<file path="src/rtl/multicycle_control_pkg.sv">
// ----------------------------------------------------------------------------
// multicycle_control_pkg
// Shared definitions for the multicycle controller and the ALU control
// decoder: FSM state encodings, the supported opcode values, the ALUOp and
// ALU B-select encodings, and the bundle of datapath control lines.
// ----------------------------------------------------------------------------
package multicycle_control_pkg;

  // FSM states; the numeric codes are visible on the debug State port.
  typedef enum logic [3:0] {
    ST_FETCH  = 4'd0,
    ST_DECODE = 4'd1,
    ST_MEMADR = 4'd2,
    ST_MEMRD  = 4'd3,
    ST_MEMWB  = 4'd4,
    ST_MEMWR  = 4'd5,
    ST_EXEC   = 4'd6,
    ST_ALUWB  = 4'd7,
    ST_BRANCH = 4'd8
  } state_e;

  // Supported instruction opcodes (instruction[6:0]).
  localparam logic [6:0] OP_RTYPE = 7'b0110011;
  localparam logic [6:0] OP_LW    = 7'b0000011;
  localparam logic [6:0] OP_SW    = 7'b0100011;
  localparam logic [6:0] OP_BEQ   = 7'b1100011;

  // ALUOp encodings seen by the ALU control decoder.
  localparam logic [1:0] ALUOP_ADD   = 2'b00;
  localparam logic [1:0] ALUOP_SUB   = 2'b01;
  localparam logic [1:0] ALUOP_FUNCT = 2'b10;

  // ALU B operand select encodings.
  localparam logic [1:0] SRCB_REG  = 2'b00;
  localparam logic [1:0] SRCB_FOUR = 2'b01;
  localparam logic [1:0] SRCB_IMM  = 2'b10;
  localparam logic [1:0] SRCB_BOFF = 2'b11;

  // Datapath control lines produced by the state decode.
  typedef struct packed {
    logic       pc_write;
    logic       ir_write;
    logic       mem_read;
    logic       mem_write;
    logic       reg_write;
    logic       mem_to_reg;
    logic       i_or_d;
    logic       alu_src_a;
    logic       pc_source;
    logic [1:0] alu_src_b;
    logic [1:0] alu_op;
  } ctrl_t;

  // True for the four opcodes this controller knows how to sequence.
  function automatic logic is_supported(input logic [6:0] op);
    return (op == OP_RTYPE) || (op == OP_LW) || (op == OP_SW) || (op == OP_BEQ);
  endfunction

endpackage

</file>
<file path="src/rtl/control_decode.sv">
// ----------------------------------------------------------------------------
// control_decode
// Combinational decode of the controller state into datapath control lines.
// Ports:
//   state      in   current FSM state
//   zero       in   ALU zero flag (qualifies the branch PC write)
//   mem_ready  in   memory access complete this cycle (qualifies fetch writes)
//   ctrl       out  bundle of datapath controls, all zero unless listed
// ----------------------------------------------------------------------------
module control_decode
  import multicycle_control_pkg::*;
(
  input  state_e state,
  input  logic   zero,
  input  logic   mem_ready,
  output ctrl_t  ctrl
);

  // Every line defaults to zero so each state only names what it drives.
  // Unused state codes fall through with all controls inactive.
  always_comb begin
    ctrl = '0;
    unique case (state)
      ST_FETCH: begin
        // PC and IR are only updated once the instruction word has arrived.
        ctrl.mem_read  = 1'b1;
        ctrl.alu_src_b = SRCB_FOUR;
        ctrl.alu_op    = ALUOP_ADD;
        ctrl.ir_write  = mem_ready;
        ctrl.pc_write  = mem_ready;
      end
      ST_DECODE: begin
        ctrl.alu_src_b = SRCB_BOFF;
        ctrl.alu_op    = ALUOP_ADD;
      end
      ST_MEMADR: begin
        ctrl.alu_src_a = 1'b1;
        ctrl.alu_src_b = SRCB_IMM;
        ctrl.alu_op    = ALUOP_ADD;
      end
      ST_MEMRD: begin
        ctrl.mem_read = 1'b1;
        ctrl.i_or_d   = 1'b1;
      end
      ST_MEMWB: begin
        ctrl.reg_write  = 1'b1;
        ctrl.mem_to_reg = 1'b1;
      end
      ST_MEMWR: begin
        ctrl.mem_write = 1'b1;
        ctrl.i_or_d    = 1'b1;
      end
      ST_EXEC: begin
        ctrl.alu_src_a = 1'b1;
        ctrl.alu_src_b = SRCB_REG;
        ctrl.alu_op    = ALUOP_FUNCT;
      end
      ST_ALUWB: begin
        ctrl.reg_write = 1'b1;
      end
      ST_BRANCH: begin
        // The branch is taken by writing the target only when operands match.
        ctrl.alu_src_a = 1'b1;
        ctrl.alu_src_b = SRCB_REG;
        ctrl.alu_op    = ALUOP_SUB;
        ctrl.pc_source = 1'b1;
        ctrl.pc_write  = zero;
      end
      default: ;
    endcase
  end

endmodule

</file>
<file path="src/rtl/multicycle_control.sv">
// ----------------------------------------------------------------------------
// multicycle_control
// Main FSM of a multicycle RISC-V style datapath (R-type, lw, sw, beq), with
// a retired-instruction counter and a sticky illegal-opcode flag.
// Ports:
//   clk        in   rising-edge clock
//   reset      in   synchronous active-low reset
//   Opcode     in   instruction[6:0] from the instruction register
//   Zero       in   ALU zero flag
//   MemReady   in   memory access complete this cycle
//   PCWrite .. PCSource, ALUSrcB, ALUOp   out  datapath controls
//   Illegal    out  sticky unsupported-opcode flag
//   InstRet    out  retired-instruction count (wraps)
//   State      out  current state code for debug
// ----------------------------------------------------------------------------
module multicycle_control
  import multicycle_control_pkg::*;
(
  input  logic        clk,
  input  logic        reset,
  input  logic [6:0]  Opcode,
  input  logic        Zero,
  input  logic        MemReady,
  output logic        PCWrite,
  output logic        IRWrite,
  output logic        MemRead,
  output logic        MemWrite,
  output logic        RegWrite,
  output logic        MemtoReg,
  output logic        IorD,
  output logic        ALUSrcA,
  output logic        PCSource,
  output logic [1:0]  ALUSrcB,
  output logic [1:0]  ALUOp,
  output logic        Illegal,
  output logic [31:0] InstRet,
  output logic [3:0]  State
);

  state_e      state_q, state_d;
  logic [31:0] inst_ret_q, inst_ret_d;
  logic        illegal_q, illegal_d;
  logic        retire;
  ctrl_t       ctrl;

  // Next-state selection; any unassigned state code recovers to FETCH.
  always_comb begin
    state_d = ST_FETCH;
    unique case (state_q)
      ST_FETCH:  state_d = MemReady ? ST_DECODE : ST_FETCH;
      ST_DECODE: begin
        if (Opcode == OP_LW || Opcode == OP_SW) state_d = ST_MEMADR;
        else if (Opcode == OP_RTYPE)            state_d = ST_EXEC;
        else if (Opcode == OP_BEQ)              state_d = ST_BRANCH;
        else                                    state_d = ST_FETCH;
      end
      ST_MEMADR: begin
        if (Opcode == OP_LW)      state_d = ST_MEMRD;
        else if (Opcode == OP_SW) state_d = ST_MEMWR;
        else                      state_d = ST_FETCH;
      end
      ST_MEMRD:  state_d = MemReady ? ST_MEMWB : ST_MEMRD;
      ST_MEMWR:  state_d = MemReady ? ST_FETCH : ST_MEMWR;
      ST_EXEC:   state_d = ST_ALUWB;
      ST_MEMWB,
      ST_ALUWB,
      ST_BRANCH: state_d = ST_FETCH;
      default:   state_d = ST_FETCH;
    endcase
  end

  // An instruction retires on the edge that leaves its last state; a store
  // only finishes once memory accepts the write.
  always_comb begin
    retire = (state_q == ST_MEMWB) || (state_q == ST_ALUWB) ||
             (state_q == ST_BRANCH) || ((state_q == ST_MEMWR) && MemReady);
    inst_ret_d = retire ? inst_ret_q + 32'd1 : inst_ret_q;
    illegal_d  = illegal_q | ((state_q == ST_DECODE) && !is_supported(Opcode));
  end

  // State and counters; reset aborts any in-flight instruction uncounted.
  always_ff @(posedge clk) begin
    if (!reset) begin
      state_q    <= ST_FETCH;
      inst_ret_q <= 32'd0;
      illegal_q  <= 1'b0;
    end else begin
      state_q    <= state_d;
      inst_ret_q <= inst_ret_d;
      illegal_q  <= illegal_d;
    end
  end

  control_decode u_decode (
    .state     (state_q),
    .zero      (Zero),
    .mem_ready (MemReady),
    .ctrl      (ctrl)
  );

  // Architectural write enables are suppressed while reset is held so that
  // nothing is corrupted before the state register settles.
  always_comb begin
    PCWrite  = ctrl.pc_write  & reset;
    IRWrite  = ctrl.ir_write  & reset;
    MemWrite = ctrl.mem_write & reset;
    RegWrite = ctrl.reg_write & reset;
    MemRead  = ctrl.mem_read;
    MemtoReg = ctrl.mem_to_reg;
    IorD     = ctrl.i_or_d;
    ALUSrcA  = ctrl.alu_src_a;
    PCSource = ctrl.pc_source;
    ALUSrcB  = ctrl.alu_src_b;
    ALUOp    = ctrl.alu_op;
  end

  assign Illegal = illegal_q;
  assign InstRet = inst_ret_q;
  assign State   = state_q;

endmodule
</file>
<file path="config.mk">
export PLATFORM = sky130hd
export DESIGN_NAME = multicycle_control
export DESIGN_NICKNAME = d
export VERILOG_FILES = /design/src/rtl/multicycle_control_pkg.sv /design/src/rtl/control_decode.sv /design/src/rtl/multicycle_control.sv
export SDC_FILE = /design/constraint.sdc
export NUM_CORES = 1
export LEC_CHECK = 0
export ABC_AREA = 1
export CAP_MARGIN = 20
export CORE_MARGIN = 2
export CORE_UTILIZATION = 33
export CTS_CLUSTER_DIAMETER = 60
export CTS_CLUSTER_SIZE = 24
export DETAILED_ROUTE_END_ITERATION = 10
export PLACE_DENSITY = 0.64
export SLEW_MARGIN = 20
export SYNTH_ARGS = -nofsm -noshare
export SYNTH_HDL_FRONTEND = slang
export SYNTH_SLANG_ARGS = --single-unit
</file>
<file path="constraint.sdc">
create_clock -name clk -period 1.35 [get_ports clk]
set_input_delay 0.27 -clock clk [delete_from_list [all_inputs] [get_ports clk]]
set_output_delay 0.27 -clock clk [all_outputs]
set_load 0.02 [all_outputs]
</file>
* Word level (Yosys, flattened, before mapping)
Index checks and enable logic that the tools add are counted.
** Storage, ports and cells
- Bits in registers :: 37
- Input bits :: 11
- Output and inout port bits :: 50
- Logic and storage cells :: 55
** Cells by class
- Add/subtract/negate cells :: 1
- Equality and inequality tests :: 12
- Mux-type cells :: 19
- Bitwise gates (word level) :: 5
- Reductions and logical operators :: 15
** Operators by type and width (count)
- $add A32 B1 Y32 const B :: 1
- $pmux W4 S6 :: 1
- $pmux W4 S5 :: 1
- $eq A4 B3 Y1 const B :: 4
- $eq A7 B6 Y1 const B :: 2
- $mux W3 :: 4
- $mux W4 :: 3
- $mux W1 :: 9
- $eq A4 B2 Y1 const B :: 2
- $eq A7 B2 Y1 const B :: 1
- $eq A7 B7 Y1 const B :: 1
- $logic_or A1 B1 Y1 :: 7
- $reduce_or A2 Y1 :: 3
- $and A1 B1 Y1 :: 4
- $eq A4 B1 Y1 const B :: 1
- $eq A4 B4 Y1 const B :: 1
- $logic_not A4 Y1 :: 1
- $reduce_or A3 Y1 :: 1
- $logic_and A1 B1 Y1 :: 2
- $pmux W1 S2 :: 1
- $logic_not A1 Y1 :: 1
- $or A1 B1 Y1 :: 1

* Longest topological paths before layout
- Word-level depth :: 7
- Gate-level depth with buffers :: 11
- Depth with buffers taken out :: 10

* Hierarchy
From an unflattened synthesis, not the netlist that was laid out.
** Second synthesis, totals
- Cell total of the unflattened synthesis :: 413
- Area total of the unflattened synthesis :: 2494.9 µm²
** By module, submodules not included
- multicycle_control :: instances 1, cells an instance 382, area each 2371.0 µm², seq. area each 740.7 µm²
- control_decode :: instances 1, cells an instance 31, area each 123.9 µm², seq. area each 0.0 µm²

* Worst setup path before layout
OpenSTA, ideal clock, no wires.
- Path kind :: register -> output
- From :: register state_q[1] (netlist: State[1])
- To :: output PCWrite
- Arrival time :: 1.388 ns
- Required time :: 1.080 ns
- Path slack :: -0.308 ns
- Cell stages (with the launch flop) :: 7
- Path buffers :: 1
- Cell sequence :: dfxtp_1 > buf_6 > nor2_1 > nand3_2 > inv_1 > nand2_1 > a21oi_1
** On the way
- Word-level cells in the longest chain between the ends :: 3
- Elaborated cells between the ends (all ways) :: 4
- Classes of those cells :: 1 x eq/ne; 1 x mux; 1 x bitwise; 1 x reduce/logical
** RTL lines
- start: declaration :: RTL line multicycle_control.sv:40 : state_e state_q, state_d;
- start signal: assignment :: RTL line multicycle_control.sv:88 : state_q <= state_d;
- $eq A4 B4 Y1 or $logic_not A4 Y1 (tied branches) :: RTL line control_decode.sv:23 : unique case (state)
- $pmux W1 S2 (*) :: RTL line control_decode.sv:23
- $and A1 B1 Y1 (*) :: RTL line multicycle_control.sv:104 : PCWrite = ctrl.pc_write & reset;
- end: declaration :: RTL line multicycle_control.sv:24 : output logic PCWrite,
Every way passes the cells marked *; elsewhere a longest branch is shown, timed or not.

* Final worst setup path
- From :: register state_q[1] (netlist: State[1])
- To :: register inst_ret_q[19] (netlist: InstRet[19])
** On the way
- Word-level cells in the longest chain between the ends :: 4
- Elaborated cells between the ends (all ways) :: 8
- Classes of those cells :: 4 x eq/ne; 4 x reduce/logical
** RTL lines
- $eq A4 B3 Y1 :: RTL line multicycle_control.sv:75 : retire = (state_q == ST_MEMWB) || (state_q == ST_ALUWB) ||
- $logic_or A1 B1 Y1 (2 in a row) :: RTL line multicycle_control.sv:75
- $logic_or A1 B1 Y1 (*) :: RTL line multicycle_control.sv:76 : (state_q == ST_BRANCH) || ((state_q == ST_MEMWR) && MemReady);
- end signal: assignment :: RTL line multicycle_control.sv:89 : inst_ret_q <= inst_ret_d;
- end: declaration :: RTL line multicycle_control.sv:41 : logic [31:0] inst_ret_q, inst_ret_d;
Marked as above.
A chain may end at the register's enable or synchronous reset.

==> metrics.md <==
| Metric | Value |
|---|---|
| Status | finished, violations left |
| Failing checks | negative setup slack |
| First-pass GRT wire length | 12.0 mm |
| Root Driver | clkbuf_8 |
| Max_cap viols | 0 |
| Min-delay worst type | reg2reg |
| Vias per cell | 4.89 |
| Drt first pass iters | 4 |
| Mapped cell area | 0.00223 sq mm |
| Worst setup SP type | register |
| Worst slew pin tran | roughly 290 ps |
| Commonest non-fill, non-tap cell in the layout | nand2_1 |
| Async set or reset register ratio after synthesis | 0 |
| RSZ-0062 raised after global routing | true |
| Synth area leader | dfxtp_1 |
| Clock Path Buffers | 2 |
| Met2 WL | roughly 3.9 mm |
| Layout cells sized above 1 | 0.421 |
| Worst path arrival time | 1830 ps |
| Final worst slack | -293 ps |
| Routed WL per cell | approximately 13 um |
| Peak Freq | 608 MHz |
| Post-CTS Hold Buffers | 0 |
| Initial antenna violation count | 0 |
| Chip Width | 86.2 um |
| # setup viols final | 45 |
| Commonest cells after routing, fill and taps aside | nand2_1, buf_4, nor2_1 |
| Reg clk slew, reported paths | roughly 80 ps |
| Pwr Density | 544 mW/mm^2 |
| CTS tree | done |
| Tmin final | between 1500 and 2000 ps |
| Netlist cell types | 31 |
| Starting DRT DRC Count | 103 |
| Rel. slew slack | 0.806 |
| Fin. Hold Viols | 0 |
| Vias | around 2.8k |
| Final setup skew | 6.11 ps |
| Largest net degree at the start of global routing | 23 |
| Largest cells by area after synthesis | dfxtp_1, nand2_1, nor2_1 |
| #FFs+latches synth | 37 |
| Synth-to-layout area growth | 79.9% |
| # clock sinks | 37 |
| Port Buffers | 60 |
| Routed Antenna Nets | 0 |
| Gpl congestion | slightly below 0.9 |
| Die height | 86.2 um |
| Clock latency on the worst-skew pair | about 290 ps |
| Post-DP HPWL | around 5 mm |
| Initial Util | 0.347 |
| Critical path type | reg2reg |
| Area of the multi-input gates | 0.00155 sq mm |
| # IOs | 61 |
| Worst Setup End Kind | register |
| Core Box Area | approximately 0.0064 sq mm |
| Post-Syn Instances | 361 |
| Die area | 0.00742 sq mm |
| Critical Path Fanout Max | 9 |
| Yosys warns | 0 |
| Total Routing Usage GR | 0.202 |
| Uppermost layer routed | met4 |
| Worst vdd rail ir drop | approximately 0.39 mV |
| Top_reg_cell synth | dfxtp_1 |
| Fin util | 0.624 |
| Flip-flop and latch area | roughly 770 sq um |
| Syn_area_per_cell | around 6.2 sq um |
| Max Slew Vio Count | 0 |
| Layout Nets | 507 |
| DRC | 0 |
| Met1 Routed Length | between 3 and 4 mm |
| Top-area cell type share of the netlist area | 0.333 |
| Pleak | ~1.8 nW |
| Sequential share of the synthesized area | 0.333 |
| H-tree Lvls | 2 |
| EDFF count, synth | 0 |
| Row cnt | 29 |
| Antenna diode count | 0 |
| Fillers | 548 |
| Cts bufs inserted | 5 |
| Number of global-route vias before repair | 2621 |
| GRT overflow | 0 |
| Critical path required time | approximately 1500 ps |
| Met3 wire length | 431 um |
| Synthesized net count | between 300 and 400 |
| Final worst path period share | 1.22 |
| WL final | between 7 and 8 mm |
| Worst hold slack | 473 ps |
-- synth_stat cells (2+ instances only) --
cell type / number
a21oi_1: 22
a31oi_1: 2
and3_1: 3
buf_6: 4
dfxtp_1: 37
inv_1: 55
nand2_1: 80
nand2_2: 3
nand3_1: 28
nand3_2: 2
nand3b_1: 4
nand4_1: 10
nor2_1: 70
nor2_2: 2
nor3_1: 9
o21ai_0: 8
o21ai_1: 6
xor2_1: 3
-- worst paths after layout --
| check | startpoint | to | slack [ps] | depth (start not counted) |
|---|---|---|---|---|
| worst max-delay path | State[1] | InstRet[19] | -290 | 12 |
| worst min-delay path | Illegal | Illegal | 470 | 2 |
| worst max register to register | State[1] | InstRet[19] | -290 | 12 |
| worst min register to register | Illegal | Illegal | 470 | 2 |
-- layer usage --
| metal | up-vias | GRT usage |
|---|---|---|
| met5 | - | 0 |
| met4 | 0 | 0.0664 |
| met3 | 8 | 0.0356 |
| met2 | 88 | 0.341 |
| met1 | 1291 | 0.259 |
| li1 | 1416 | - |
-- registers in the layout, indices dropped and copies added, names as in the netlist --
| name | cells |
|---|---|
| InstRet | 32 |
| State | 4 |
| Illegal | 1 |
-- logic make-up after synthesis --
kind of cell	share of synthesized area
AND/OR/NAND/NOR	0.430
buffers and inverters	0.126
XOR/XNOR	0.0157
flip-flops	0.333
adder cells (fa/ha/maj)	0.00562
AO/OA/AOI/OAI	0.0899
-- stage by stage --
stage	cell area [sq um]	std cells	setup WS, ps	setup TNS (ps)	power, mW
after floorplan	2330	361	-11.6	-40.5	1.20
after global placement	3440	549	-780	-15310	1.29
after detailed placement	3440	549	-795	-15890	1.29
after CTS	3820	565	-268	-8170	2.19
after global routing	4010	573	-370	-12940	2.26
final	4010	573	-293	-9240	2.18
-- power by group --
| group | switching [mW] | internal (mW) | leakage [nW] | total, mW |
|---|---|---|---|---|
| clock network | 0.425 | 0.462 | 0.0542 | 0.887 |
| registers | 0.00379 | 1.09 | 0.308 | 1.09 |
| logic | 0.108 | 0.0957 | 1.46 | 0.204 |
-- cell type report --
type | instances | share of cell area
multi-input cells | 259 | 0.387
repair buffers | 135 | 0.314
flip-flops and latches | 37 | 0.192
inverters | 57 | 0.0574
clock buffers | 7 | 0.0240
well taps | 77 | 0.0240
clock inverters | 1 | 0.00125
-- critical path, cell delays in order, from the launching register on --
cell,delay [ps]
dfxtp_4,410
inv_4,50
nand2_4,70
buf_6,110
nand2_4,50
nand2_4,60
buf_6,100
nand3_4,90
buf_12,170
buf_12,120
buf_16,120
a21oi_2,120
nor2_1,50
-- repair_timing --
action	CTS	global route
gates cloned	3	1
buffers inserted	5	9
pin swaps	10	9
setup endpoints to repair	83	66
resized for setup	186	68
No activity file was read; power rests on OpenSTA's default activity.
